[src/rtl/frame_minmax_tracker.sv]
// frame_minmax_tracker
// Groups an unsigned sample stream into frames of FRAME_LEN samples. For each
// frame it tracks the running maximum and minimum. When the optional macro
// FRAME_MINMAX_THRESH_EN is defined, it also counts the samples above, below
// and equal to a threshold. The frame result is presented on a valid/ready
// handshake, and input is stalled until the result has been taken.
// Optional feature macro: FRAME_MINMAX_THRESH_EN (threshold counters).
module frame_minmax_tracker #(
  parameter int WIDTH     = 4,
  parameter int FRAME_LEN = 8
) (
  input  logic             clock,
  input  logic             reset_n,
  input  logic             clear,
  input  logic [WIDTH-1:0] threshold,
  input  logic             in_valid,
  output logic             in_ready,
  input  logic [WIDTH-1:0] in_data,
  output logic             res_valid,
  input  logic             res_ready,
  output logic [WIDTH-1:0] max_out,
  output logic [WIDTH-1:0] min_out,
  output logic [7:0]       above_cnt,
  output logic [7:0]       below_cnt,
  output logic [7:0]       equal_cnt
);

  typedef enum logic {
    ST_ACCUM  = 1'b0,
    ST_RESULT = 1'b1
  } state_t;

  localparam logic [7:0]       LAST_IDX = 8'(FRAME_LEN - 1);
  localparam logic [WIDTH-1:0] ALL_ONES = {WIDTH{1'b1}};

  // Unsigned magnitude comparison helpers
  function automatic logic f_gt(input logic [WIDTH-1:0] a, input logic [WIDTH-1:0] b);
    return (a > b);
  endfunction

  function automatic logic f_lt(input logic [WIDTH-1:0] a, input logic [WIDTH-1:0] b);
    return (a < b);
  endfunction

  function automatic logic f_eq(input logic [WIDTH-1:0] a, input logic [WIDTH-1:0] b);
    return (a == b);
  endfunction

  state_t           r_state;
  state_t           w_state_nxt;
  logic [7:0]       r_n;
  logic [WIDTH-1:0] r_max;
  logic [WIDTH-1:0] r_min;
  logic             w_in_ready;
  logic             w_res_valid;
  logic             w_accept;
  logic             w_first;
  logic             w_last;

  // The handshake flags are decoded from the state only, so they never
  // depend on in_valid or res_ready.
  assign w_in_ready  = (r_state == ST_ACCUM);
  assign w_res_valid = (r_state == ST_RESULT);
  assign w_accept    = in_valid & w_in_ready;
  assign w_first     = (r_n == 8'd0);
  assign w_last      = (r_n == LAST_IDX);

  assign in_ready  = w_in_ready;
  assign res_valid = w_res_valid;
  assign max_out   = r_max;
  assign min_out   = r_min;

  // State register
  always_ff @(posedge clock or negedge reset_n) begin
    if (!reset_n) begin
      r_state <= ST_ACCUM;
    end else begin
      r_state <= w_state_nxt;
    end
  end

  // Next-state decode; clear overrides both handshakes
  always_comb begin
    w_state_nxt = r_state;
    if (clear) begin
      w_state_nxt = ST_ACCUM;
    end else begin
      case (r_state)
        ST_ACCUM: begin
          if (w_accept && w_last) begin
            w_state_nxt = ST_RESULT;
          end else begin
            w_state_nxt = ST_ACCUM;
          end
        end
        ST_RESULT: begin
          if (res_ready) begin
            w_state_nxt = ST_ACCUM;
          end else begin
            w_state_nxt = ST_RESULT;
          end
        end
        default: begin
          w_state_nxt = ST_ACCUM;
        end
      endcase
    end
  end

  // Sample index within the current frame; it wraps on the last sample
  always_ff @(posedge clock or negedge reset_n) begin
    if (!reset_n) begin
      r_n <= 8'd0;
    end else if (clear) begin
      r_n <= 8'd0;
    end else if (w_accept) begin
      r_n <= w_last ? 8'd0 : (r_n + 8'd1);
    end
  end

  // Running extremes: the first sample loads both registers. A tie leaves a
  // register unchanged. Clear keeps the last extremes visible.
  always_ff @(posedge clock or negedge reset_n) begin
    if (!reset_n) begin
      r_max <= {WIDTH{1'b0}};
      r_min <= ALL_ONES;
    end else if (!clear && w_accept) begin
      if (w_first) begin
        r_max <= in_data;
        r_min <= in_data;
      end else begin
        if (f_gt(in_data, r_max)) begin
          r_max <= in_data;
        end
        if (f_lt(in_data, r_min)) begin
          r_min <= in_data;
        end
      end
    end
  end

`ifdef FRAME_MINMAX_THRESH_EN
  logic [7:0] r_above;
  logic [7:0] r_below;
  logic [7:0] r_equal;
  logic       w_th_gt;
  logic       w_th_lt;
  logic       w_th_eq;

  assign w_th_gt = f_gt(in_data, threshold);
  assign w_th_lt = f_lt(in_data, threshold);
  assign w_th_eq = f_eq(in_data, threshold);

  // Threshold counters. The first sample restarts them, and each later
  // sample bumps exactly one counter.
  always_ff @(posedge clock or negedge reset_n) begin
    if (!reset_n) begin
      r_above <= 8'd0;
      r_below <= 8'd0;
      r_equal <= 8'd0;
    end else if (clear) begin
      r_above <= 8'd0;
      r_below <= 8'd0;
      r_equal <= 8'd0;
    end else if (w_accept) begin
      if (w_first) begin
        r_above <= {7'd0, w_th_gt};
        r_below <= {7'd0, w_th_lt};
        r_equal <= {7'd0, w_th_eq};
      end else if (w_th_gt) begin
        r_above <= r_above + 8'd1;
      end else if (w_th_lt) begin
        r_below <= r_below + 8'd1;
      end else begin
        r_equal <= r_equal + 8'd1;
      end
    end
  end

  assign above_cnt = r_above;
  assign below_cnt = r_below;
  assign equal_cnt = r_equal;
`else
  // No comparator or counters are built, and the threshold port is ignored.
  logic w_unused_threshold;
  assign w_unused_threshold = ^threshold;
  assign above_cnt = 8'd0;
  assign below_cnt = 8'd0;
  assign equal_cnt = 8'd0;
`endif

endmodule

[config.mk]
export PLATFORM = sky130hd
export DESIGN_NAME = frame_minmax_tracker
export DESIGN_NICKNAME = d
export VERILOG_FILES = /design/src/rtl/frame_minmax_tracker.sv
export SDC_FILE = /design/constraint.sdc
export NUM_CORES = 1
export LEC_CHECK = 0
export CORE_ASPECT_RATIO = 0.7
export CORE_MARGIN = 2
export CORE_UTILIZATION = 45
export DETAILED_ROUTE_END_ITERATION = 10
export PLACE_DENSITY_LB_ADDON = 0.12
export SLEW_MARGIN = 15
export SYNTH_ARGS = -nofsm -noshare
export SYNTH_HDL_FRONTEND = slang
export SYNTH_SLANG_ARGS = --single-unit
[constraint.sdc]
create_clock -name clock -period 2.35 [get_ports clock]
set_input_delay 0.3525 -clock clock [delete_from_list [all_inputs] [get_ports clock]]
set_output_delay 0.3525 -clock clock [all_outputs]
set_load 0.05 [all_outputs]
* Yosys cells after proc, flatten, opt, wreduce, memory -nomap -nowiden
Cells that the tools add are included.
Storage, ports and cells: register bits after elaboration 17, output and inout port bits 34, logic and storage cells 30
Cells by class: add/subtract/negate cells 1, $lt $le $gt $ge 2, eq/ne operators 1, mux-type cells 11, bitwise operators 2, reductions and logical operators 9
Operator list (number):
- $mux W8 | 3
- $mux W4 | 4
- $add A8 B1 Y8 const B | 1
- $eq A8 B3 Y1 const B | 1
- $logic_not A8 Y1 | 1
- $reduce_bool A2 Y1 | 3
- $gt A4 B4 Y1 | 1
- $lt A4 B4 Y1 | 1
- $reduce_and A2 Y1 | 2
- $mux W1 | 3
- $logic_and A1 B1 Y1 | 2
- $pmux W1 S2 | 1
- $and A1 B1 Y1 | 1
- $logic_not A1 Y1 | 1
- $not A1 Y1 | 1

* Logic depth before layout (Yosys ltp)
Gate-level depths: netlist of run 1.
word-level depth 6, mapped depth 6, mapped depth without buffers 6

* Worst setup path before layout of run 1
Ideal clock, no wire load.
kind reg2reg, from register r_min[1] (netlist: min_out[1]), to register r_min[0] (netlist: min_out[0]), library setup time 82 ps, arrival time 1858 ps, required time 2268 ps, setup slack 410 ps, cell stages (with the launch flop) 7, buffers on the path 0, period minus slack after synthesis 1940 ps, cells stage by stage dfstp_2 inv_1 ha_1 o211ai_1 o21ai_0 a21oi_4 mux2_2
On the way: longest elaborated chain between the ends 3
RTL lines:
- start, declared | RTL line 53 | logic [WIDTH-1:0] r_min;
- start signal, assigned | RTL line 130 | r_min <= in_data;
- start signal, assigned | RTL line 136 | r_min <= in_data;
- $lt A4 B4 Y1 | RTL line 42 | return (a < b);
- $reduce_bool A2 Y1 (no line)
- $reduce_and A2 Y1 (no line)
No other way between the ends. A chain may end at the register's enable or synchronous reset.

* Worst setup path in the final report of run 1
from register r_min[2] (netlist: min_out[2]), to output port min_out[2]
RTL lines:
- end, declared | RTL line 22 | output logic [WIDTH-1:0] min_out,
No word-level cell between the ends.

==> results.txt, run 1 <==
The total via count after detailed routing came out at 1085. For the finished layout, the period the worst path requires is 1970 ps. The setup path with the least slack is of type register to output pin. The synthesized instance count came out at 141. The total DRC errors in the routed layout came out at 0.

The length of the first detailed-routing pass in iterations came out at 4. The tightest hold path in the finished design has a slack of 417 ps. No sink is reached through more buffers than the 2 on the longest clock path. Buffers added to address setup during post-CTS repair amount to 0. The final RePlAce weighted congestion came out at 0.845. Max-cap violations in this run came to 0. The height of the die came out at 50.3 µm. Timing would allow up to 507 MHz.

The number of antenna-violating nets in the routed design came out at 0. The clock-pin slew reported for the worst setup and hold paths after clock tree synthesis is 70 ps. The most common cell in the synthesized netlist is buf_4. The via count of the first global-routing pass came to 942. Ranked by instance count, the synthesized netlist is headed by buf_4, dfrtp_1, inv_1. The post-detailed-route wirelength per cell is 13.7 µm. The layout cell share with drive strength beyond 1 came out at 14.6%.

The area growth from synthesis to final layout came out at 13.5%. The die width came out at 70.1 µm. The number of cell rows is 16. The detailed-route vias per instance is 5.43.

Setup repair after global routing left no endpoint under its margin. The post-synthesis cell area came out at 1380 µm². STA classifies the critical path startpoint as a register. The worst-skew pair later-pin latency came out at 260 ps. The global-route congestion overflow total is 0. The largest net degree at the start of global routing is 18. The highest cell delay on the worst timing path came out at 810 ps. The arrival time of the worst setup path is 1620 ps.

The reg-to-reg setup timing slack came out at 520 ps. Summing the sequential cell areas from Yosys gives 31.3% of the chip area. The initial antenna violation count came out at 0. For this design, the slowest cell found on the critical path is clkdlybuf4s50_1. Once layout is complete, the utilization of the core stands at 54.5%. In the synthesized netlist the async set-or-reset flop fraction comes to 100%. Walking the worst path, the cells encountered are clkdlybuf4s50_1. The area share of the leading cell type in the synthesized netlist came out at 23.6%.

The number of storage elements in the synthesis netlist came out at 17. The count of buffers added on input and output ports is 18. Summed over all failing endpoints, the final setup total negative slack is 0 ps. The overall routed net length came out at 2.75 mm. The sum of buffers and inverters on the critical path is 1.

The average instance area after synthesis is 9.76 µm². Clock skew on the completed layout was measured at 4.38 ps. The biggest area contributor in the post-synthesis netlist is dfrtp_1.

Yosys attributes the largest share of cell area to dfrtp_1, buf_4, ha_1. In this run the number of H-tree levels came out at 1. The area inside the core boundary is 2860 µm².

The initial cell density of the core came out at 48.1%. The number of nets in the finished design came out at 187. The number of buffers inserted for hold repair after clock tree synthesis is 0.

The count of placed standard cells in the final layout, fillers left out is 200. The number of synthesized flops with an enable pin came out at 0. The cell sitting at the root of the clock tree is a clkbuf_8. Along the worst path, the maximum fanout reaches 3. The total number of clock tree sinks is 17.

The run finished with clean final reports. The count of final max-slew check failures is 0. The capture instance of the worst register-to-register path is min_out[1]$_DFFE_PN1P_.

The fraction of the cycle the final worst path needs came out at 83.9%. The hold violation total from the final report came out at 0. For this run, the leading register cell type out of synthesis is dfrtp_1. The startpoint identified for the worst register-to-register timing path is min_out[3]$_DFFE_PN1P_. The final-report setup violation count is 0.

Buffers inserted during clock tree synthesis total 3. The number of cells on the worst reg-to-reg path is 6. The path class of the tightest hold or removal check is input port to async pin.

STA classifies the critical path endpoint as an output pin. The total design power came out at 1.37 mW. The max-slew headroom at the worst pin is 64.3%. The count of yosys warnings during synthesis is 0. The clock tree from TritonCTS is built. The total inserted antenna cells came out at 0. In this design, the largest share of critical-path delay is due to buffers and inverters. The required time of the critical path came out at 2000 ps. The slew at the pin closest to its max-slew limit is 534 ps. After clock tree synthesis, the repair step resized 0 gates. The HPWL after detailed placement came out at 2.08 mm. The number of primary I/O pins came out at 47. The first-pass GRT wire length is 4.66 mm.

Global routing consumed, over all layers together, 16.9% of the routing resources. The area of the die is 3520 µm². The number of instances in the placed design is 196. IR analysis of the VDD net gives a maximum drop of 0.472 mV. The unique cell type count in the Yosys netlist is 37. The total power per unit cell area is 875 nW/µm². In this run, the number of DRC markers left after iteration 0 of detailed routing was 92.

The static power due to leakage came out at 0.717 nW.
## routing by layer
metal / routed length, µm / global-route usage, %
met1: 1420 / 24.8
met4: 6 / 2.88
met3: 179 / 5.42
met5: 0 / 0
met2: 1130 / 24.6
## through the flow
step | instance area [µm²] | setup WS [ps]
6_report | 1560 | 379
4_1_cts | 1560 | 363
3_5_place_dp | 1520 | 145
2_1_floorplan | 1460 | 410
3_3_place_gp | 1520 | 191
5_1_grt | 1560 | 294
## registers in the layout (all words and copies together), names as in the netlist
| signal | count |
|---|---|
| res_valid | 1 |
| r_n | 8 |
| min_out | 4 |
| max_out | 4 |
## area by class of cell
cell class	count	area, µm²
Fill cell	254	1300
Inverter	11	41.3
Multi-Input combinational cell	110	788
Tap cell	36	45.0
Clock inverter	1	5.00
Timing Repair Buffer	22	210
Sequential cell	17	430
Clock buffer	3	41.3
## where the power goes
part	total, mW	internal [mW]	switching, mW
sequential	0.415	0.360	0.0546
clock	0.223	0.118	0.105
combinational	0.729	0.242	0.486
total	1.37	0.721	0.646
## cell usage in the layout, fill, tap and decap left out, types with 3 or more instances in the layout
cell             instances
a221oi_1                 4
clkbuf_8                 3
nor2_1                   8
inv_1                   11
nand4_1                  7
nor2b_1                  3
clkdlybuf4s50_1         18
dfstp_2                  4
ha_1                     9
buf_4                    4
and4_1                   4
conb_1                  24
o2111ai_1                4
mux2_2                   5
dfrtp_1                 13
a21oi_1                  6
nand3_1                  7
nand2_1                  4
## worst max path at each step
stage                     cells after the start              startpoint  slack, ps                endpoint
after CTS                                     1  min_out[2]$_DFFE_PN1P_        360              min_out[2]
after global placement                        6              in_data[3]        190  min_out[1]$_DFFE_PN1P_
after detailed placement                      6              in_data[3]        150  min_out[1]$_DFFE_PN1P_
final                                         1  min_out[2]$_DFFE_PN1P_        380              min_out[2]
after global routing                          6              in_data[3]        290  max_out[1]$_DFFE_PN0P_
after floorplan                               6  min_out[1]$_DFFE_PN1P_        410  min_out[0]$_DFFE_PN1P_
## cell families (layout without fill, tap and decap cells)
kind of cell             Yosys count  after routing  share of synthesized area (%)
XOR/XNOR                           3              3                           1.91
buffers and inverters             37             37                           17.7
AO/OA/AOI/OAI                     26             26                           16.3
other                              1             24                          0.272
multiplexers                       7              7                           5.55
flip-flops                        17             17                           31.3
AND/OR/NAND/NOR                   41             41                           18.8
adder cells (fa/ha/maj)            9              9                           8.18
(Power assumes the default switching activity.)
==> run 2: changes to the inputs <==
- CORE_UTILIZATION: 45 -> 41
- clock period: 2.35 -> 1.6 ns (I/O delays scaled with it)
==> run 2 against run 1 <==
Worst hold slack got worse by 110 ps. The flow now finishes with violations (negative setup slack). Global-route usage increased by 1.2 points. Flip-flop and latch count unchanged. Critical path depth increased by 5. Via count increased by 12%. Design area increased by 28%. Sequential share of layout area decreased by 5.7 points. Sequential power increased by 50%. Utilization increased by 8.4 points. Wire length increased by 22%. Register-to-register slack got worse by 700 ps.
==> results.txt, run 2 (synthesis results as in run 1) <==
Setup repair after global routing could not meet its margin everywhere. The total DRC errors in the routed layout is 0. The total via count after detailed routing came out at 1211. The count of placed standard cells in the final layout, fillers left out came out at 230. The area inside the core boundary came out at 3170 µm². The post-detailed-route wirelength per cell came out at 14.5 µm. The worst register-to-register path begins at min_out[1]$_DFFE_PN1P_. TritonCTS built the clock tree. The detailed-route vias per instance is 5.27. The worst-case clock buffer depth is 2. The initial cell density of the core is 43.4%. The global-route congestion overflow total came out at 0. The worst-case IR drop observed on VDD is 0.802 mV. The number of instances in the placed design came out at 223. The number of antenna-violating nets in the routed design came out at 0. The TritonCTS buffer count came out at 3.

The tree built by TritonCTS fans out to 17 sinks. The worst-skew pair later-pin latency is 250 ps. The flow ran to the end, but the final reports show violations. OpenSTA, run right after detailed placement, puts the worst setup slack at -384 ps. The required time of the critical path is 1780 ps. The total power per unit cell area is 1220 nW/µm². The first-iteration detailed-routing DRC count came out at 72. Leaving out fill and tap cells, the most frequent cells in the layout are buf_4, conb_1, inv_1, dfrtp_1.

Compared with the post-synthesis result, the final layout area differs by 44.9%. The commonest non-fill, non-tap cell in the layout is buf_4. The count of final max-slew check failures is 0. The number of antenna diodes in the final layout is 0.

Of the available clock period, the critical path in the final layout requires 111%. The tree is rooted in a clkbuf_8. Setup violations remaining at the end of the flow were counted as 7. The hold violation total from the final report is 0. The count of input and output buffers came out at 18. The register with the most flip-flops in the layout has 8 of them. The pre-antenna-repair detailed-routing pass consisted of 4 iterations.

The number of nets in the finished design is 215. Setup total negative slack on the finished layout was measured at -838 ps. The largest driver fanout on the critical path came out at 4. The tightest hold path in the finished design has a slack of 309 ps. The floorplan step defined a die boundary enclosing 3840 µm². The kind of end point of the critical path is a register. STA classifies the critical path startpoint as a register. The HPWL after detailed placement came out at 2.45 mm. The overall routing resource usage is 18.1%.

After floorplanning, the core was divided into 17 placement rows. The height of the die is 52.5 µm. Clock skew on the completed layout was measured at 6.06 ps.

The design draws 2.43 mW. The kind of critical path is register to register. The layout cell share with drive strength beyond 1 came out at 43.8%. The number of H-tree branching levels is 1. The via count of the first global-routing pass is 1100. Data on the critical path arrives at its endpoint at 1960 ps. Entering global routing, the biggest net connects 18 pins. The register with the most flip-flops in the final layout is r_n.

The number of buffers inserted for hold repair after clock tree synthesis came out at 0. The number of primary I/O pins is 47. The initial antenna violation count came out at 0.

For this block, the routed nets add up to 3.34 mm of wire. The die width is 73.3 µm. The first-pass GRT wire length is 5.29 mm. The static power due to leakage came out at 0.946 nW. After clock tree synthesis, the clock-pin slew on the worst setup and hold paths is 70 ps. Fill cells in the final layout number 261. The final reports fail on negative setup slack. The min-delay analysis places its worst path in the category input port to async pin.

The final critical-path setup slack came out at -178 ps. Routability-driven placement finished with a final weighted congestion of 0.915. Across the run, the number of max-cap violations was 0.

The fmax is 562 MHz. The final critical delay including setup and external delays came out at 1780 ps. The beginning of the critical path is min_out[1]$_DFFE_PN1P_.
-- run 2: cell types whose count changed in the layout (fill, tap and decap cells not counted), moves of 4 or more --
cell | previous run | this run
a221oi_1 | 4 | 0
buf_12 | 0 | 5
buf_4 | 4 | 34
clkdlybuf4s50_1 | 18 | 3
dfrtp_1 | 13 | 8
dfrtp_2 | 0 | 5
dlymetal6s2s_1 | 0 | 5
ha_1 | 9 | 4
ha_4 | 0 | 5
mux2_2 | 5 | 1
mux2_4 | 0 | 4
-- run 2: final timing paths --
check	end	slack, ps	cells after the start
setup / recovery	min_out[1]$_DFFE_PN1P_	-180	6
hold reg to reg	r_n[6]$_DFFE_PN0P_	580	1
max in group asynchronous	min_out[1]$_DFFE_PN1P_	1030	2
min in group clock	r_n[2]$_DFFE_PN0P_	320	3
setup reg to reg	min_out[1]$_DFFE_PN1P_	-180	6
hold / removal	max_out[0]$_DFFE_PN0P_	310	2
-- run 2: through the flow --
step	area [µm²]	util, %
2_1_floorplan	1510	-
3_3_place_gp	1790	56.4
3_5_place_dp	1790	56.4
4_1_cts	1880	59.2
5_1_grt	1990	62.9
6_report	1990	62.9
-- run 2: layout make-up --
type	instances	area (µm²)	share of cell area [%]
timing repair buffer	49	470	23.6
inverter	11	41.3	2.07
sequential	17	437	21.9
tap	38	47.5	2.38
clock buffer	4	45.0	2.26
multi-input combinational	111	953	47.8
-- run 2: what timing repair did --
action / CTS / global route
buffers inserted: 1 / 1
cloned: 1 / 0
endpoints found under the setup margin: 14 / 13
resized for setup: 3 / 24
pin swaps: 1 / 8
-- run 2: layer usage --
metal | share of wire (%) | routed length, µm | GRT usage (%) | vias up
li1 | - | - | - | 575
met1 | 48 | 1620 | 26.7 | 571
met2 | 43 | 1450 | 26.1 | 61
met3 | 7.2 | 241 | 5.77 | 4
met4 | 1.0 | 34 | 2.78 | 0
met5 | 0 | 0 | 0 | -
-- run 2: critical path, stage by stage, from the launching register on --
cell and delay (ps):
dfstp_2 540, inv_2 50, ha_4 220, o211ai_1 210, o21ai_2 110, a21oi_4 260
mux2_4 330
-- run 2: report_power, final --
| part | internal [mW] | total, mW | switching, mW | leakage [nW] |
|---|---|---|---|---|
| logic | 0.617 | 1.48 | 0.862 | 0.716 |
| clock network | 0.177 | 0.331 | 0.155 | 0.0228 |
| registers | 0.539 | 0.621 | 0.0818 | 0.207 |
| total | 1.33 | 2.43 | 1.10 | 0.946 |
==> run 3: changes to the inputs <==
- GPL_TIMING_DRIVEN: default -> 0
- TNS_END_PERCENT: default -> 10
==> run 3 against run 2 <==
The run still ends with negative setup slack left. Via count decreased by 3.2%. Setup slack improved by 29 ps. Global-route usage down 1.3 points. Design area down 8.2%. Die area stayed put. Sequential share of layout area rose by 1.6 points. Combinational power decreased by 20%. First-iteration DRC count decreased by 78%. Critical endpoint is now min_out[0]$_DFFE_PN1P_. Largest power group unchanged.
==> results.txt, run 3 (synthesis results as in run 1) <==
The worst setup path is launched from a register. Tracing the worst setup path back leads to its startpoint at min_out[3]$_DFFE_PN1P_. The hold violation total from the final report is 0. The number of nets in the finished design came out at 215. In this run the critical register-to-register path is launched from min_out[3]$_DFFE_PN1P_. The critical path ends at min_out[0]$_DFFE_PN1P_.

The flow ran to the end, but the final reports show violations. The count of nets left with antenna violations once routing finished came out at 0. The total inserted antenna cells came out at 0. The critical path is of the register to register type. Clock skew on the completed layout was measured at 0.681 ps. For the worst-skew pair, the clock arrives at the later sink with an insertion delay of 260 ps.

The worst-case reg-to-reg path depth came out at 6. Of the cells placed in the final design, the portion with a size suffix greater than 1 is 31.8%. The worst supply voltage drop on vdd is 0.815 mV. The fraction of the cycle the final worst path needs came out at 109%. Global routing finished with a remaining overflow of 0. The height of the die is 52.5 µm.

The area growth from synthesis to final layout is 33.0%. TritonCTS built the clock tree. In this run the tool buffered the top-level ports with 18 buffer cells.

The count of maximum capacitance violations came out at 0. For this block, the initial DRC count from the detailed router was 16. Setup repair after global routing could not meet its margin everywhere.

The flip-flop count of the largest register after layout is 8. The slew at the pin closest to its max-slew limit is 796 ps. The tightest hold path in the finished design has a slack of 371 ps.

The fmax is 572 MHz. Along the worst path, the maximum fanout reaches 4. The area inside the core boundary came out at 3170 µm². Cells fill 57.8% of the core in the end.

In the layout the commonest cells are buf_4, conb_1, dfrtp_1. Once the floorplan was initialized, standard cells occupied 43.4% of the core. The via count of the first global-routing pass came out at 1055. The tightest min-delay check is of the input port to register type.

The static power due to leakage is 0.920 nW. The initial antenna violation count came out at 0. Across all setup checks in the final design, the least slack found is -149 ps. The clock-pin slew reported for the worst setup and hold paths after clock tree synthesis is 70 ps. The checks that failed: negative setup slack. The congestion estimate from routability-driven global placement came to 0.828. In this run the clock root is driven by a clkbuf_8. The count of final max-slew check failures came out at 0. The total design power is 2.14 mW.

Entering global routing, the biggest net connects 18 pins. In this run the tightest slew margin relative to its limit is 46.8%. After detailed routing, the number of remaining DRC violations is 0. For the worst setup path, the data arrival time is 1940 ps. The number of cell rows is 17. Across every metal layer, demand over resource in global routing totals 16.8%. The worst-case clock buffer depth is 2. After detailed routing, the number of vias per cell comes to 5.10. The tree built by TritonCTS fans out to 17 sinks. Setup violations remaining at the end of the flow were counted as 11.

The reg-to-reg setup timing slack came out at -150 ps. The setup slack after placement is -434 ps. The TritonCTS buffer count came out at 3. In this run the critical register-to-register path is captured at min_out[0]$_DFFE_PN1P_. The area of the die is 3840 µm².

The die width is 73.3 µm. The required time of the critical path came out at 1790 ps. Counting I/O delays and the setup requirement, the final critical path takes 1750 ps. The post-detailed-route wirelength per cell is 13.6 µm. The final route contains 1172 vias. Leaving out fill and tap cells, the most frequent cell in the layout is buf_4. The worst setup path is captured at a register.

Counting flops per register, the top entry is r_n. Once detailed placement completed, the half-perimeter wirelength came to 2.24 mm. The number of primary I/O pins is 47.

In this run the number of H-tree levels came out at 1. Power spread over the standard cell area amounts to 1170 nW/µm². The overall routed net length is 3.13 mm.

The first-pass GRT wire length is 4.88 mm. The first detailed-routing pass ran for 4 iterations.
run 3: area by class of cell:
class | count | area, µm²
Multi-Input combinational cell | 110 | 848
Tap cell | 38 | 47.5
Clock inverter | 1 | 5.00
Buffer | 26 | 203
Sequential cell | 17 | 430
Timing Repair Buffer | 24 | 214
Clock buffer | 3 | 41.3
Fill cell | 271 | 1340
Inverter | 11 | 41.3
run 3: what timing repair did:
| item | 4_1_cts | 5_1_grt |
|---|---|---|
| hold buffers | 0 | 0 |
| setup endpoints to repair | 24 | 19 |
| pin swaps | 5 | 7 |
| buffers inserted | 2 | 4 |
| gates resized for setup | 18 | 14 |
run 3: worst min path at each step:
stage,start,depth (start not counted),slack [ps],endpoint
after floorplan,reset_n,0,-60,max_out[0]$_DFFE_PN0P_
after global placement,r_n[1]$_DFFE_PN0P_,1,540,r_n[1]$_DFFE_PN0P_
after detailed placement,r_n[1]$_DFFE_PN0P_,1,540,r_n[1]$_DFFE_PN0P_
after CTS,clear,2,370,r_n[2]$_DFFE_PN0P_
after global routing,clear,2,380,r_n[2]$_DFFE_PN0P_
final,clear,2,370,r_n[2]$_DFFE_PN0P_
run 3: report_power, final:
group | internal (mW) | switching (mW)
sequential | 0.529 | 0.0874
combinational | 0.419 | 0.773
clock | 0.173 | 0.158
run 3: metal layers:
metal  part of all wire, %  up-vias  GRT usage (%)
li1                      -      570              -
met1                    45      556           22.3
met2                    48       44           28.1
met3                   7.1        2           4.81
met4                  0.19        0           1.85
met5                     0        -              0
run 3: worst max-delay path: stages, from the launching register on:
cell	delay (ps)
dfstp_2	550
inv_1	50
ha_1	300
o211ai_1	120
o21ai_2	110
a21oi_4	220
mux2_4	330
run 3: metrics by stage:
stage | TNS, ps | area (µm²) | std cells
2_1_floorplan | -2510 | 1460 | 164
3_3_place_gp | -5080 | 1690 | 220
3_5_place_dp | -5550 | 1690 | 220
4_1_cts | -1430 | 1760 | 226
5_1_grt | -2310 | 1830 | 230
6_report | -1040 | 1830 | 230
